===== config.mk =====
export PLATFORM = sky130hd
export DESIGN_NAME = histo_readout_sequencer
export DESIGN_NICKNAME = d
export VERILOG_FILES = /design/src/rtl/trig_pkg.sv /design/src/rtl/histo_byte_ser.sv /design/src/rtl/histo_readout_sequencer.sv
export SDC_FILE = /design/constraint.sdc
export NUM_CORES = 1
export LEC_CHECK = 0
export ABC_AREA = 1
export BUFFER_PORTS_ARGS = -buffer_cell sky130_fd_sc_hd__buf_2
export CAP_MARGIN = 10
export CORE_MARGIN = 1
export CORE_UTILIZATION = 50
export CTS_CLUSTER_SIZE = 20
export DETAILED_ROUTE_END_ITERATION = 10
export HOLD_SLACK_MARGIN = 0.02
export PLACE_DENSITY = 0.77
export SETUP_SLACK_MARGIN = 0.4
export SKIP_LAST_GASP = 1
export SLEW_MARGIN = 20
export SYNTH_ARGS = -nofsm -noshare
export SYNTH_HDL_FRONTEND = slang
export SYNTH_SLANG_ARGS = --single-unit

===== constraint.sdc =====
create_clock -name clk_adc -period 1.7 [get_ports clk_adc]
set_input_delay 0.085 -clock clk_adc [delete_from_list [all_inputs] [get_ports clk_adc]]
set_output_delay 0.085 -clock clk_adc [all_outputs]
set_load 0.01 [all_outputs]

===== src/rtl/trig_pkg.sv =====
// Shared definitions for the trigger-side histogram readout logic.
package trig_pkg;

  localparam int unsigned NHIST_DEF    = 8;
  localparam int unsigned BYTES_PER_CH = 4 * NHIST_DEF;
  localparam int unsigned SETTLE_DEF   = 3;
  localparam int unsigned CLR_HOLD_DEF = 3;
  localparam int unsigned CLR_GAP_DEF  = 2;

  typedef enum logic [2:0] {
    StIdle,
    StSelect,
    StCapture,
    StSend,
    StClear,
    StNext,
    StDone
  } hseq_state_t;

endpackage


===== src/rtl/histo_byte_ser.sv =====
// Shadows one channel's histogram words and streams them as little-endian bytes
// over valid/ready, word 0 first.
module histo_byte_ser
  import trig_pkg::*;
#(
  parameter int unsigned NHIST  = NHIST_DEF,
  parameter int unsigned NBYTES = BYTES_PER_CH
) (
  input  logic                  clk_adc,
  input  logic                  nrst,
  input  logic                  load,
  input  logic [NHIST*32-1:0]   words,
  input  logic                  out_ready,
  output logic [7:0]            out_data,
  output logic                  out_valid,
  output logic                  last_byte
);

  localparam int unsigned IW = $clog2(NBYTES);

  logic [NHIST*32-1:0] shadow_q;
  logic [IW-1:0]       idx_q;
  logic                valid_q;
  logic                xfer;

  assign xfer      = valid_q && out_ready;
  assign last_byte = xfer && (idx_q == IW'(NBYTES - 1));
  assign out_valid = valid_q;
  assign out_data  = valid_q ? shadow_q[8*idx_q +: 8] : 8'h00;

  always_ff @(posedge clk_adc or negedge nrst) begin
    if (!nrst) begin
      shadow_q <= '0;
      idx_q    <= '0;
      valid_q  <= 1'b0;
    end else if (load) begin
      shadow_q <= words;
      idx_q    <= '0;
      valid_q  <= 1'b1;
    end else if (xfer) begin
      if (last_byte) begin
        valid_q <= 1'b0;
      end else begin
        idx_q <= idx_q + 1'b1;
      end
    end
  end

endmodule


===== src/rtl/histo_readout_sequencer.sv =====
// Scans a channel range: select, settle, capture, stream 32 bytes, optionally clear,
// then advance. Owns the histogram select and clear lines in the clk_adc domain.
module histo_readout_sequencer
  import trig_pkg::*;
#(
  parameter int unsigned NCH      = 64,
  parameter int unsigned NHIST    = NHIST_DEF,
  parameter int unsigned SETTLE   = SETTLE_DEF,
  parameter int unsigned CLR_HOLD = CLR_HOLD_DEF,
  parameter int unsigned CLR_GAP  = CLR_GAP_DEF
) (
  input  logic                clk_adc,
  input  logic                nrst,
  input  logic                start,
  input  logic [7:0]          first_ch,
  input  logic [7:0]          last_ch,
  input  logic                clear_after,
  input  logic [NHIST*32-1:0] histosin,
  output logic [7:0]          histostosend,
  output logic                resethist,
  output logic [7:0]          out_data,
  output logic                out_valid,
  input  logic                out_ready,
  output logic                busy,
  output logic                done,
  output logic                err
);

  hseq_state_t state_q, state_d;
  logic [7:0]  ch_q, ch_d;
  logic [7:0]  last_q, last_d;
  logic [7:0]  cnt_q, cnt_d;
  logic        clr_q, clr_d;
  logic        err_q, err_d;
  logic        load;
  logic        last_byte;
  logic        range_bad;

  assign range_bad = (first_ch > last_ch) || (32'(last_ch) >= NCH);

  always_comb begin
    state_d = state_q;
    ch_d    = ch_q;
    last_d  = last_q;
    cnt_d   = cnt_q;
    clr_d   = clr_q;
    err_d   = 1'b0;
    load    = 1'b0;
    unique case (state_q)
      StIdle: begin
        if (start) begin
          if (range_bad) begin
            err_d = 1'b1;
          end else begin
            state_d = StSelect;
            ch_d    = first_ch;
            last_d  = last_ch;
            clr_d   = clear_after;
            cnt_d   = '0;
          end
        end
      end
      StSelect: begin
        if (cnt_q == 8'(SETTLE - 1)) state_d = StCapture;
        else                         cnt_d   = cnt_q + 8'd1;
      end
      StCapture: begin
        load    = 1'b1;
        state_d = StSend;
      end
      StSend: begin
        if (last_byte) begin
          cnt_d   = '0;
          state_d = clr_q ? StClear : StNext;
        end
      end
      // Clear pulse then a quiet gap; the select stays put for the whole window.
      StClear: begin
        if (cnt_q == 8'(CLR_HOLD + CLR_GAP - 1)) state_d = StNext;
        else                                     cnt_d   = cnt_q + 8'd1;
      end
      StNext: begin
        if (ch_q == last_q) begin
          state_d = StDone;
        end else begin
          ch_d    = ch_q + 8'd1;
          cnt_d   = '0;
          state_d = StSelect;
        end
      end
      StDone:  state_d = StIdle;
      default: state_d = StIdle;
    endcase
  end

  always_ff @(posedge clk_adc or negedge nrst) begin
    if (!nrst) begin
      state_q <= StIdle;
      ch_q    <= '0;
      last_q  <= '0;
      cnt_q   <= '0;
      clr_q   <= 1'b0;
      err_q   <= 1'b0;
    end else begin
      state_q <= state_d;
      ch_q    <= ch_d;
      last_q  <= last_d;
      cnt_q   <= cnt_d;
      clr_q   <= clr_d;
      err_q   <= err_d;
    end
  end

  assign histostosend = ch_q;
  assign resethist    = (state_q == StClear) && (cnt_q < 8'(CLR_HOLD));
  assign busy         = (state_q != StIdle) && (state_q != StDone);
  assign done         = (state_q == StDone);
  assign err          = err_q;

  histo_byte_ser #(
    .NHIST  (NHIST),
    .NBYTES (4 * NHIST)
  ) u_ser (
    .clk_adc   (clk_adc),
    .nrst      (nrst),
    .load      (load),
    .words     (histosin),
    .out_ready (out_ready),
    .out_data  (out_data),
    .out_valid (out_valid),
    .last_byte (last_byte)
  );

endmodule

==> metrics.md, run 1 <==
| Metric | Value |
|---|---|
| Total track usage | 73.1% |
| Total number of yosys warnings | 0 |
| Clock buffer depth | 3 |
| Placer Congestion | 0.888 |
| Dpl ws | -0.260 ns |
| EDFF count, synth | 0 |
| Synthesized instance count | 1913 |
| DP HPWL | 30000 µm |
| Mapped Area | 14200 µm² |
| Failed at | global routing (5_1_grt) |
| Starting Density | 50.9% |
| Clock root buffer | clkbuf_16 |
| Seq/Total Area, Yosys | 51.3% |
| Synth cell types | 32 |
| FP Rows | 61 |
| GR Overflow Total | 15 |
| Largest net degree at the start of global routing | 65 |
| Worst setup endpoint GRT | out_data[6] |
| Die X | 170 µm |
| Predominant post-synthesis flop cell | dfrtp_1 |
| Async set-reset flop share out of synthesis | 100% |
| Status | did not finish |
| Syn nets | 2204 |
| IO buf count | 297 |
| Die Y | 170 µm |
| TritonCTS buffer count | 31 |
| Htree depth | 1 |
| Yosys reg bits | 291 |
| Top-Level Pins | 298 |
| Mean area per synthesized cell | 7.42 µm² |
| Error message | [ERROR GRT-0232] Routing congestion too high. Check the congestion heatmap in the GUI. |
| Clock net sink count | 291 |
| Worst endpoint type | primary output |
## per-stage QoR
step / hold slack, ns / std cells / cell area, µm² / setup TNS [ns]
2_1_floorplan: -0.211 / 1913 / 14400 / 0
3_3_place_gp: -0.0347 / 2547 / 16600 / -3.14
3_5_place_dp: -0.0284 / 2547 / 16600 / -3.99
4_1_cts: 0.0290 / 2976 / 22900 / -11.53
## metal layers
| metal | track usage (%) | GRT overflow |
|---|---|---|
| met5 | 20.5 | 0 |
| met4 | 72.9 | 9 |
| met3 | 58.1 | 0 |
| met2 | 91.0 | 6 |
| met1 | 72.4 | 0 |
## cells by family after synthesis
logic type	synth area share, %
compound gates	9.59
buf+inv	5.50
simple gates	32.0
flops	51.3
xor+xnor	0.370
fa+ha+maj	1.23
## cells in the mapped netlist (all sizes together) (2+ instances only)
library cell    n  area, µm²
a21oi          14       70.1
a31oi           2       12.5
buf            77        424
clkbuf         36        135
dfrtp         291       7280
ha             14        175
inv            58        218
nand2         923       3460
nand3          35        180
nand3b          2       15.0
nand4          13       81.3
nor2          204        773
nor3            3       15.0
o211ai         20        150
o21ai         165        830
o22ai          44        275
xnor2           5       43.8
## what timing repair did
item,4_1_cts
gates resized for setup,187
buffers inserted,57
endpoints found under the hold margin,563
endpoints found under the setup margin,300
hold buffers,276
pin swaps,33
gates cloned,41
==> run 2, diff against run 1 <==
--- a/config.mk
+++ b/config.mk
@@ -9,12 +9,9 @@
 export BUFFER_PORTS_ARGS = -buffer_cell sky130_fd_sc_hd__buf_2
 export CAP_MARGIN = 10
 export CORE_MARGIN = 1
-export CORE_UTILIZATION = 50
-export CTS_CLUSTER_SIZE = 20
+export CORE_UTILIZATION = 40
 export DETAILED_ROUTE_END_ITERATION = 10
-export HOLD_SLACK_MARGIN = 0.02
-export PLACE_DENSITY = 0.77
-export SETUP_SLACK_MARGIN = 0.4
+export PLACE_DENSITY_LB_ADDON = 0.15
 export SKIP_LAST_GASP = 1
 export SLEW_MARGIN = 20
 export SYNTH_ARGS = -nofsm -noshare
==> constraint.sdc (replaced) <==
create_clock -name clk_adc -period 2.21 [get_ports clk_adc]
set_input_delay 0.1105 -clock clk_adc [delete_from_list [all_inputs] [get_ports clk_adc]]
set_output_delay 0.1105 -clock clk_adc [all_outputs]
set_load 0.01 [all_outputs]
==> run 2 against run 1 <==
Effect of this change: the flow now finishes, with violations (setup timing); synthesized cell count stayed put; area after synthesis did not move.
==> metrics.md, run 2 <==
| Metric | Value |
|---|---|
| Status | finished, violations left |
| Failing checks | setup timing |
| Seq/Total Area, Yosys | 51.3% (unchanged) |
| Critical Path Source | u_ser.idx_q[0] |
| Switching pwr | 11.2 mW |
| Initial antenna violation count | 0 |
| Comb power frac | 43.6% |
| R2R Path Start | u_ser.idx_q[0] |
| Via-to-Cell Ratio | 4.99 |
| Most frequent cell after synthesis | nand2_1 |
| Endpoints failing hold | 0 |
| Syn nets | 2204 (unchanged) |
| DP HPWL | 31800 µm (+6.1%) |
| Dpl cells | 2598 (+2.0%) |
| R2R cell count | 13 |
| Largest net degree at the start of global routing | 82 |
| Total track usage | 27.6% |
| Max Cap Viol | 0 |
| Yosys reg bits | 291 (unchanged) |
| Clock net sink count | 291 (unchanged) |
| Pleak | 10.7 nW |
| Most common cell after layout, fill and taps aside | nand2_1 |
| Flop pwr share | 34.5% |
| Cell-internal power | 16.5 mW |
| IO buf count | 297 (unchanged) |
| Power share of the clock group | 21.9% |
| Hold WS | 0.115 ns |
| FP Rows | 68 (+11%) |
| Final setup vio count | 8 |
| Met1 Use GR | 36.9% |
| Fmax | 401 MHz |
| Max reg flops | 256 |
| PD cells | 1340 nW/µm² |
| TritonCTS buffer count | 35 (+13%) |
| Most common cell on crit path | nand2_1 |
| Total number of yosys warnings | 0 (unchanged) |
| Relative slew slack | 45.2% |
| Placer Congestion | 0.879 (-0.98%) |
| Clock root buffer | clkbuf_16 |
| Hold endpoint | u_ser.out_valid |
| Worst r2r dst | state_q[0] |
| Top-Level Pins | 298 (unchanged) |
| Core area | 34700 µm² |
| CTS tree | yes |
| Cell area after layout | 20700 µm² |
| ANT nets after route | 0 |
| VDD IR max | 0.707 mV |
| Met2 Resource Use GR | 44.0% |
| Critical path cell sequence | buf_12 > buf_4 > buf_4 > nand2_1 > o21ai_1 > o22ai_1 > nand2_1 > nand4_1 > nand2_1 > nor2_2 > buf_2 |
| WS Path Type | reg -> out |
| Mapped Area | 14200 µm² (unchanged) |
| Starting Density | 40.9% (-10 points) |
| Layout filler cell count | 3091 |
| Clk Latency, worst-skew pair | 0.51 ns |
| RSZ-0062 raised after global routing | yes |
| Mean area per synthesized cell | 7.42 µm² (unchanged) |
| Top cells by area, synth | dfrtp_1, nand2_1, o21ai_0, nor2_1, buf_2 |
| Vias in the first global route | 14.8k |
| Slew Viols, Final | 0 |
| Crit-path slowest cell | dfrtp_4 |
| CP Capture Type | primary output |
| Die area | 36200 µm² |
| Die Y | 190 µm (+12%) |
| Worst slew pin tran | 0.822 ns |
| DRC | 0 |
| Final nets | 2760 |
| Detailed-route wire length per cell | 17.0 µm |
| Setup Skew | 0.0136 ns |
| Clock buffer depth | 3 (unchanged) |
| GR Overflow Total | 0 |
| Most frequent cells in the layout | nand2_1, buf_2, dfrtp_1 |
| GRT busiest layer | met2 |
| Area post-placement | 16200 µm² (-2.5%) |
| Crit-path max FO | 8 |
| Synthesized instance count | 1913 (unchanged) |
| Area leader, netlist | dfrtp_1 |
| Predominant post-synthesis flop cell | dfrtp_1 |
| Crit path time final | 2.49 ns |
| Final WL | 50200 µm |
| Synth cell types | 32 (unchanged) |
| Pre-Repair DR Iteration Count | 5 |
| Hold Crit Depth | 4 |
| Non-filler cells, final | 2949 |
| Largest Register | u_ser.shadow_q |
| Synth cell count leaders | nand2_1, dfrtp_1, nor2_1 |
| DR vias | 14.7k |
| Die X | 190 µm (+12%) |
| DRT iter0 DRCs | 970 |
| Layout area overhead | 45.9% |
| Critical Path RT | 2.10 ns |
| Hold Startpoint | out_ready |
| EDFF count, synth | 0 (unchanged) |
| Crit path arrival time | 2.38 ns |
| Met3 Track Usage GR | 3.75% |
| HP Class | in -> reg |
| Worst R2R Setup Slack | 0.01 ns |
| Setup crit start kind | register |
| Worst stage delay on the critical path | 0.53 ns |
| Synth top area share | 51.3% (unchanged) |
| CTS clk-pin slew, worst paths | 0.06 ns |
| Async set-reset flop share out of synthesis | 100% (unchanged) |
| Fin crit share | 113% |
| Diode count | 0 |
| Post-Route Utilization | 59.7% |
| Share of layout cells above drive strength 1 | 18.3% |
| Setup ws final | -0.283 ns |
| Total negative slack | -1.82 ns |
| Switching Fraction | 40.5% |
| First-pass GRT wire length | 77800 µm |
| Htree depth | 2 (+1) |
run 2: power groups by stage:
stage / clock network, mW / registers, mW / logic, mW
2_1_floorplan: 0 / 8.90 / 7.30
3_5_place_dp: 0 / 9.53 / 10.5
6_report: 6.08 / 9.59 / 12.1
4_1_cts: 6.19 / 9.53 / 11.8
5_1_grt: 6.41 / 9.85 / 13.6
3_3_place_gp: 0 / 9.57 / 10.3
run 2: worst max-delay path, delay by kind of cell, from the launching register on:
family | cells | cell delay, ns
simple gates | 5 | 0.56
flops | 1 | 0.53
buf+inv | 4 | 0.62
compound gates | 2 | 0.16
run 2: kinds of logic (layout without fill, tap and decap cells):
family | count (synthesis) | in the layout | share of synthesized area, %
AO/OA/AOI/OAI | 248 | 248 | 9.59
adder cells (fa/ha/maj) | 14 | 14 | 1.23
buffers and inverters | 172 | 753 | 5.50
XOR/XNOR | 6 | 6 | 0.370
flip-flops | 291 | 291 | 51.3
AND/OR/NAND/NOR | 1182 | 1182 | 32.0
run 2: how the worst max path moves through the flow:
stage	cells past startpoint	end	slack, ns
after floorplan	9	cnt_q[0]	0.52
after global routing	11	out_data[3]	-0.36
final	11	out_data[2]	-0.28
after detailed placement	10	out_data[0]	0.04
after CTS	11	out_data[6]	-0.27
after global placement	10	out_data[0]	0.06
run 2: repair_timing:
action                                  CTS  global route
gates resized for setup                  47            26
endpoints found under the setup margin    8            24
hold buffers                            274             0
gates cloned                              6             3
buffers inserted                          5             1
hold endpoints to repair                335             0
pin swaps                                19            18
run 2: area by class of cell:
cell class | count | area (µm²) | share of cell area (%)
well taps | 455 | 569 | 2.75
multi-input cells | 1450 | 6250 | 30.2
flip-flops and latches | 291 | 7290 | 35.2
inverters | 59 | 239 | 1.15
clock inverters | 15 | 204 | 0.985
repair buffers | 632 | 5140 | 24.8
clock buffers | 47 | 1010 | 4.89
run 2: through the flow:
stage	setup slack (ns)	total power, mW
final	-0.283	27.8
after global routing	-0.359	29.9
after CTS	-0.267	27.5
after detailed placement	0.0379	20.0
after global placement	0.0603	19.9
after floorplan	0.523	16.2
run 2: metal layers:
layer	up-vias	routed length [µm]
met5	-	0
met4	0	2390
met3	145	2870
met2	545	23000
met1	6862	22000
li1	7162	-
Note: power is estimated with default switching activity, not from simulation.
